<file path="src/rtl/msg_asm_pkg.sv">
// Shared definitions for the CRC front-end nibble assembler.
// Holds the FSM state type, frame geometry and the payload masks applied in
// generate mode when the optional masking feature is built in.
package msg_asm_pkg;

  localparam int unsigned MSG_W      = 60;
  localparam int unsigned NIB_NUM    = 15;
  localparam int unsigned PAY_W_CRC8 = 52;
  localparam int unsigned PAY_W_CRC5 = 55;

  // Keep only the payload bits; the bits above are reserved for the CRC field.
  localparam logic [MSG_W-1:0] MASK_CRC8 =
      {{(MSG_W - PAY_W_CRC8){1'b0}}, {PAY_W_CRC8{1'b1}}};
  localparam logic [MSG_W-1:0] MASK_CRC5 =
      {{(MSG_W - PAY_W_CRC5){1'b0}}, {PAY_W_CRC5{1'b1}}};

  typedef enum logic [1:0] {
    StIdle,
    StCollect,
    StEmit,
    StHold
  } state_e;

  // Check mode passes the frame untouched; generate mode clears the CRC field.
  function automatic logic [MSG_W-1:0] mask_msg(input logic [MSG_W-1:0] msg,
                                                input logic             mode,
                                                input logic             crc);
    if (mode) begin
      return msg;
    end
    return msg & (crc ? MASK_CRC5 : MASK_CRC8);
  endfunction

endpackage

</file>
<file path="src/rtl/msg_nibble_assembler_if.sv">
// Nibble stream interface feeding the message assembler.
//   s_valid : beat valid (source)
//   s_ready : sink can accept a beat (sink)
//   s_first : beat is nibble 0 of a frame (source)
//   s_data  : 4-bit nibble payload (source)
//   s_mode  : 0 = generate, 1 = check; meaningful on s_first beats (source)
//   s_crc   : 0 = CRC-8, 1 = CRC-5; meaningful on s_first beats (source)
interface msg_nibble_assembler_if;
  logic       s_valid;
  logic       s_ready;
  logic       s_first;
  logic [3:0] s_data;
  logic       s_mode;
  logic       s_crc;

  modport master (
    output s_valid,
    output s_first,
    output s_data,
    output s_mode,
    output s_crc,
    input  s_ready
  );

  modport slave (
    input  s_valid,
    input  s_first,
    input  s_data,
    input  s_mode,
    input  s_crc,
    output s_ready
  );
endinterface

</file>
<file path="src/rtl/msg_nibble_assembler.sv">
// Front end of the CRC pipeline: collects a 60-bit message as 15 nibbles,
// MSB nibble first, emits it as a one-cycle in_valid pulse and then holds
// off the source for HOLDOFF cycles so the downstream pipeline cannot be
// overrun.
//
// Parameters:
//   HOLDOFF  : cycles s_ready stays low after the emit cycle (1..255)
// Ports:
//   clk_1    : sole clock, rising edge
//   rst      : synchronous active-high reset
//   s        : nibble stream (slave side of msg_nibble_assembler_if)
//   in_valid : one-cycle frame-ready pulse
//   message  : assembled frame, 0 outside the in_valid cycle
//   mode     : frame mode, 0 outside the in_valid cycle
//   CRC      : frame CRC select, 0 outside the in_valid cycle
//   err      : one-cycle protocol error pulse (orphan or restart beat)
// Build option:
//   MSG_ASM_MASK_EN : when defined, generate-mode frames have the bits above
//                     the payload width cleared at emit.
module msg_nibble_assembler
  import msg_asm_pkg::*;
#(
  parameter int unsigned HOLDOFF = 8
) (
  input  logic                   clk_1,
  input  logic                   rst,
  msg_nibble_assembler_if.slave  s,
  output logic                   in_valid,
  output logic [MSG_W-1:0]       message,
  output logic                   mode,
  output logic                   CRC,
  output logic                   err
);

  state_e           r_state, w_state_nxt;
  logic [3:0]       r_cnt, w_cnt_nxt;
  logic [7:0]       r_hold, w_hold_nxt;
  logic [MSG_W-1:0] r_msg, w_msg_nxt;
  logic             r_mode, w_mode_nxt;
  logic             r_crc, w_crc_nxt;
  logic             r_err, w_err_nxt;
  logic             r_ready, w_ready_nxt;
  logic             w_accept;
  logic             w_emit;
  logic [MSG_W-1:0] w_frame;

  assign w_accept = s.s_valid && r_ready;

  always_comb begin
    w_state_nxt = r_state;
    w_cnt_nxt   = r_cnt;
    w_hold_nxt  = r_hold;
    w_msg_nxt   = r_msg;
    w_mode_nxt  = r_mode;
    w_crc_nxt   = r_crc;
    w_err_nxt   = 1'b0;

    unique case (r_state)
      StIdle: begin
        if (w_accept) begin
          if (s.s_first) begin
            w_msg_nxt   = {s.s_data, {(MSG_W - 4){1'b0}}};
            w_mode_nxt  = s.s_mode;
            w_crc_nxt   = s.s_crc;
            w_cnt_nxt   = 4'd1;
            w_state_nxt = StCollect;
          end else begin
            w_err_nxt = 1'b1;
          end
        end
      end

      StCollect: begin
        if (w_accept) begin
          if (s.s_first) begin
            // Restart: the partial frame is discarded, this beat is nibble 0.
            w_msg_nxt  = {s.s_data, {(MSG_W - 4){1'b0}}};
            w_mode_nxt = s.s_mode;
            w_crc_nxt  = s.s_crc;
            w_cnt_nxt  = 4'd1;
            w_err_nxt  = 1'b1;
          end else begin
            for (int k = 1; k < NIB_NUM; k++) begin
              if (r_cnt == 4'(k)) begin
                w_msg_nxt[MSG_W-1-4*k -: 4] = s.s_data;
              end
            end
            w_cnt_nxt = r_cnt + 4'd1;
            if (r_cnt == 4'(NIB_NUM - 1)) begin
              w_cnt_nxt   = 4'd0;
              w_state_nxt = StEmit;
            end
          end
        end
      end

      StEmit: begin
        w_hold_nxt  = 8'(HOLDOFF);
        w_state_nxt = StHold;
      end

      StHold: begin
        w_hold_nxt = r_hold - 8'd1;
        // Leave when the count reaches zero; the <= also guards HOLDOFF = 0.
        if (r_hold <= 8'd1) begin
          w_hold_nxt  = 8'd0;
          w_state_nxt = StIdle;
        end
      end

      default: begin
        w_state_nxt = StIdle;
      end
    endcase

    w_ready_nxt = (w_state_nxt == StIdle) || (w_state_nxt == StCollect);
  end

  always_ff @(posedge clk_1) begin
    if (rst) begin
      r_state <= StIdle;
      r_cnt   <= 4'd0;
      r_hold  <= 8'd0;
      r_msg   <= '0;
      r_mode  <= 1'b0;
      r_crc   <= 1'b0;
      r_err   <= 1'b0;
      r_ready <= 1'b0;
    end else begin
      r_state <= w_state_nxt;
      r_cnt   <= w_cnt_nxt;
      r_hold  <= w_hold_nxt;
      r_msg   <= w_msg_nxt;
      r_mode  <= w_mode_nxt;
      r_crc   <= w_crc_nxt;
      r_err   <= w_err_nxt;
      r_ready <= w_ready_nxt;
    end
  end

`ifdef MSG_ASM_MASK_EN
  assign w_frame = mask_msg(r_msg, r_mode, r_crc);
`else
  assign w_frame = r_msg;
`endif

  assign w_emit    = (r_state == StEmit);
  assign in_valid  = w_emit;
  assign message   = w_emit ? w_frame : '0;
  assign mode      = w_emit & r_mode;
  assign CRC       = w_emit & r_crc;
  assign err       = r_err;
  assign s.s_ready = r_ready;

endmodule

</file>
<file path="src/flat_wrapper.sv">
// flat-port wrapper written by rule: the top's interface ports become plain ports
module msg_nibble_assembler_flat import msg_asm_pkg::*;
#(
  parameter int unsigned HOLDOFF = 8
)
  (clk_1, rst, in_valid, message, mode, CRC, err, s_s_valid, s_s_first, s_s_data, s_s_mode, s_s_crc, s_s_ready);
  msg_nibble_assembler_if s_i ();
  input  logic clk_1;
  input  logic rst;
  output logic in_valid;
  output logic [MSG_W-1:0] message;
  output logic mode;
  output logic CRC;
  output logic err;
  input wire logic [$bits(s_i.s_valid)-1:0] s_s_valid;
  input wire logic [$bits(s_i.s_first)-1:0] s_s_first;
  input wire logic [$bits(s_i.s_data)-1:0] s_s_data;
  input wire logic [$bits(s_i.s_mode)-1:0] s_s_mode;
  input wire logic [$bits(s_i.s_crc)-1:0] s_s_crc;
  output wire logic [$bits(s_i.s_ready)-1:0] s_s_ready;
  assign s_i.s_valid = s_s_valid;
  assign s_i.s_first = s_s_first;
  assign s_i.s_data = s_s_data;
  assign s_i.s_mode = s_s_mode;
  assign s_i.s_crc = s_s_crc;
  assign s_s_ready = s_i.s_ready;
  msg_nibble_assembler #(.HOLDOFF(HOLDOFF)) u_core (.clk_1(clk_1), .rst(rst), .s(s_i), .in_valid(in_valid), .message(message), .mode(mode), .CRC(CRC), .err(err));
endmodule
</file>
<file path="config.mk">
export PLATFORM = sky130hd
export DESIGN_NAME = msg_nibble_assembler_flat
export DESIGN_NICKNAME = d
export VERILOG_FILES = /design/src/rtl/msg_asm_pkg.sv /design/src/rtl/msg_nibble_assembler_if.sv /design/src/rtl/msg_nibble_assembler.sv /design/src/flat_wrapper.sv
export SDC_FILE = /design/constraint.sdc
export NUM_CORES = 1
export LEC_CHECK = 0
export ABC_CLOCK_PERIOD_IN_PS = 2100
export BUFFER_PORTS_ARGS = -buffer_cell sky130_fd_sc_hd__buf_4
export CORE_MARGIN = 8
export CORE_UTILIZATION = 35
export DETAILED_ROUTE_END_ITERATION = 8
export HOLD_SLACK_MARGIN = 0.15
export PLACE_DENSITY_LB_ADDON = 0.12
export REMOVE_ABC_BUFFERS = 1
export SYNTH_ARGS = -nofsm -noshare
export SYNTH_HDL_FRONTEND = slang
export SYNTH_SLANG_ARGS = --single-unit
</file>
<file path="constraint.sdc">
create_clock -name clk_1 -period 2.1 [get_ports clk_1]
set_clock_uncertainty 0.15 [all_clocks]
set_input_delay 0.21 -clock clk_1 [delete_from_list [all_inputs] [get_ports clk_1]]
set_output_delay 0.21 -clock clk_1 [all_outputs]
set_load 0.1 [all_outputs]
</file>
==> summary.md <==
| Metric | Value |
|---|---|
| Outcome | complete, no violations |
| Cells after Synth | between 400 and 500 |
| GRT overflow | 0 |
| DRC Markers | 0 |
| Proportion of layout cells with a drive suffix above 1 | between 20 and 30% |
| CP Launch Type | input port |
| Core Util, Final | around half |
| R2r endpoint | u_core.r_msg[48] |
| Pre-CTS WS | 0.117 ns |
| Period utilisation layout | 97.2% |
| Max Cap Viol | 0 |
| CTS Root Cell | clkbuf_8 |
| Synth-to-layout area growth | 35.0% |
| Number of port buffers | 74 |
| Remaining antenna violation count | 0 |
| Clock latency at the later pin of the worst-skew pair | 0.35 ns |
| Crit-path max FO | 11 |
| Via count | around 3000 |
| Routed WL | between 9000 and 10000 um |
| Initial antenna violation count | 0 |
| Hold_sp | u_core.r_hold[7] |
| Peak Freq | ~0.49 GHz |
| Hold path depth | 2 |
| Core Region | 10900 sq um |
| Static leakage | ~2.0 nW |
| Number of global-route vias before repair | ~3000 |
| Slew headroom | about 69% |
| Worst Max-Slew Pin Slew | 0.465 ns |
| Slew Limit Fails | 0 |
| Synth async-reset ratio | 0% |
| Reg-to-reg startpoint | u_core.r_cnt[1] |
| Die area | around 15000 sq um |
| Routed len/inst | 15.0 um |
| Clock slew at reported path FFs | 0.09 ns |
| Clock Path Buffers | 2 |
| # rows | 38 |
| Global-route total usage across every layer | 13.2% |
| Avg Vias per Cell | 4.76 |
| Synth Flop Type | dfxtp_1 |
| N_diodes | 0 |
| EDFF count, synth | 0 |
| Kind of critical path | in -> reg |
| Detail Placement HPWL | 6460 um |
| Hold Fails Final Rpt | 0 |
| Most frequent cells in the layout | dfxtp_1, nor2_1, and2_1 |
| I/O pin cnt | 75 |
| Synth warnings | 0 |
| Power per cell area | 549 nW/um^2 |
| TritonCTS Sinks | 78 |
| #FFs+latches synth | 78 |
| H-Tree Level Count | 3 |
| Final hold slack | 0.330 ns |
| First-pass GRT wire length | approximately 16000 um |
| Synth area leader | dfxtp_1 |
| Worst path cell trace | dlygate4sd3_1, buf_4, inv_1, ha_1, buf_4, a211oi_2, mux2i_1, nor2_1 |
| Slowest Stage Delay on Critical Path | 0.54 ns |
| Commonest non-fill, non-tap cell in the layout | dfxtp_1 |
| Placer Congestion | 0.803 |
| CP max stage cell | dlygate4sd3_1 |
| Inst Count DP | just over 600 |
| Unique masters post-synth | between 40 and 50 |
| Die X | 122 um |
| Final setup violation count | 0 |
| Largest net degree at the start of global routing | 41 |
| 1st-pass router iterations | 4 |
| Crit path arrival time | 2.12 ns |
| Die Y | between 100 and 150 um |
| Peak VDD IR | around 0.3 mV |
| Fin crit period | approximately 2.0 ns |
| Crit. End Element | flop |
| HP Class | reg -> reg |
| Syn Area/Cell | approximately 9.4 sq um |
| Fin cells | around 650 |
| CP required | about 2.2 ns |
| # fillers | 1019 |
| Yosys top cell area share | approximately 40% |
| Top post-synthesis cells by area | dfxtp_1, mux2i_1, and2_1 |
| Setup ws final | 0.0581 ns |
| Sequential-to-total area share from yosys stat | between 30% and 40% |
| Final net count | 515 |
| Post-Route Setup TNS | 0 ns |
| Num CTS Buffers | 9 |
| Starting Density | 35.9% |
| Hold Path End | u_core.r_hold[7] |
| DRT iter0 DRCs | 177 |
| TritonCTS clock tree | done |
| Most common cell on crit path | buf_4 |
| R2r worst-path depth | 4 |
| Unrepaired setup endpoints after global routing | false |
| Synthesized area | 3910 sq um |
| FF-to-FF setup slack | around 0.14 ns |
-- cell usage after synthesis (5+ instances only) --
library cell	instances
and2_1	62
clkbuf_1	16
nor2_1	67
dfxtp_1	78
buf_2	13
mux2i_1	58
inv_1	6
a21oi_1	12
nand4bb_1	6
a211oi_4	10
nand2_1	11
o21ai_0	9
nand4b_1	5
-- worst max-delay path by stage --
stage	from	end	slack, ns	cells after the start
6_report	s_s_first	u_core.r_msg[10]	0.06	8
4_1_cts	u_core.r_state[0]	message[49]	0.0003	6
3_5_place_dp	u_core.r_state[1]	u_core.r_msg[10]	0.12	6
5_1_grt	s_s_first	u_core.r_msg[8]	0.001	8
3_3_place_gp	u_core.r_cnt[3]	u_core.r_msg[1]	0.16	5
2_1_floorplan	u_core.r_state[1]	CRC	-1.73	3
-- logic make-up (layout without fill, tap and decap cells) --
logic type	Yosys count	count (layout)	share of synthesized area (%)
adder cells (fa/ha/maj)	3	3	0.960
buffers and inverters	38	131	4.54
AND/OR/NAND/NOR	186	186	27.0
AO/OA/AOI/OAI	50	50	12.5
multiplexers	58	58	14.8
flip-flops	78	78	39.9
XOR/XNOR	1	1	0.224
-- layout make-up --
cell class                 instances  area (sq um)  share of cell area (%)
inverter                           6          22.5                   0.427
tap                              140           175                    3.32
sequential                        78          1570                    29.7
clock inverter                     4          53.8                    1.02
timing repair buffer             109          1130                    21.3
multi-input combinational        298          2180                    41.3
clock buffer                      12           155                    2.94
-- registers in the layout (all words and copies together) (netlist names) --
signal	count
u_core.r_state	2
u_core.r_hold	8
u_core.r_cnt	4
u_core.err	1
u_core.s.s_ready	1
u_core.r_msg	60
u_core.r_mode	1
u_core.r_crc	1
-- per-layer routing --
metal	up-vias	GRT usage [%]	part of all wire [%]
li1	1581	-	-
met1	1433	17.5	48
met2	56	21.0	46
met3	7	3.70	4.4
met4	0	2.78	0.73
met5	-	0	0
-- critical path: cells and delay by family --
kind | cells | cell delay [ns]
muxes | 1 | 0.25
and+or+nand+nor | 1 | 0.05
AOI/OAI and AO/OA | 1 | 0.41
buffers and inverters | 4 | 0.97
adders and majority gates | 1 | 0.21
-- stage by stage --
stage / area [sq um] / power, mW
global route: 5280 / 3.03
global placement: 4690 / 1.74
floorplan: 3750 / 1.65
finish: 5280 / 2.90
detailed placement: 4690 / 1.74
CTS: 5050 / 2.95
-- timing repair --
action,in CTS,in global routing
hold buffers,9,0
gates cloned,0,0
endpoints found under the setup margin,63,70
endpoints found under the hold margin,19,0
pin swaps,0,2
resized for setup,15,58
setup buffers,0,2
-- report_power, final --
group	internal, mW	leakage, nW	switching (mW)
sequential	1.49	0.631	0.0104
combinational	0.0961	1.30	0.123
clock	0.619	0.0992	0.562
Power figures use the tool's default switching activity.
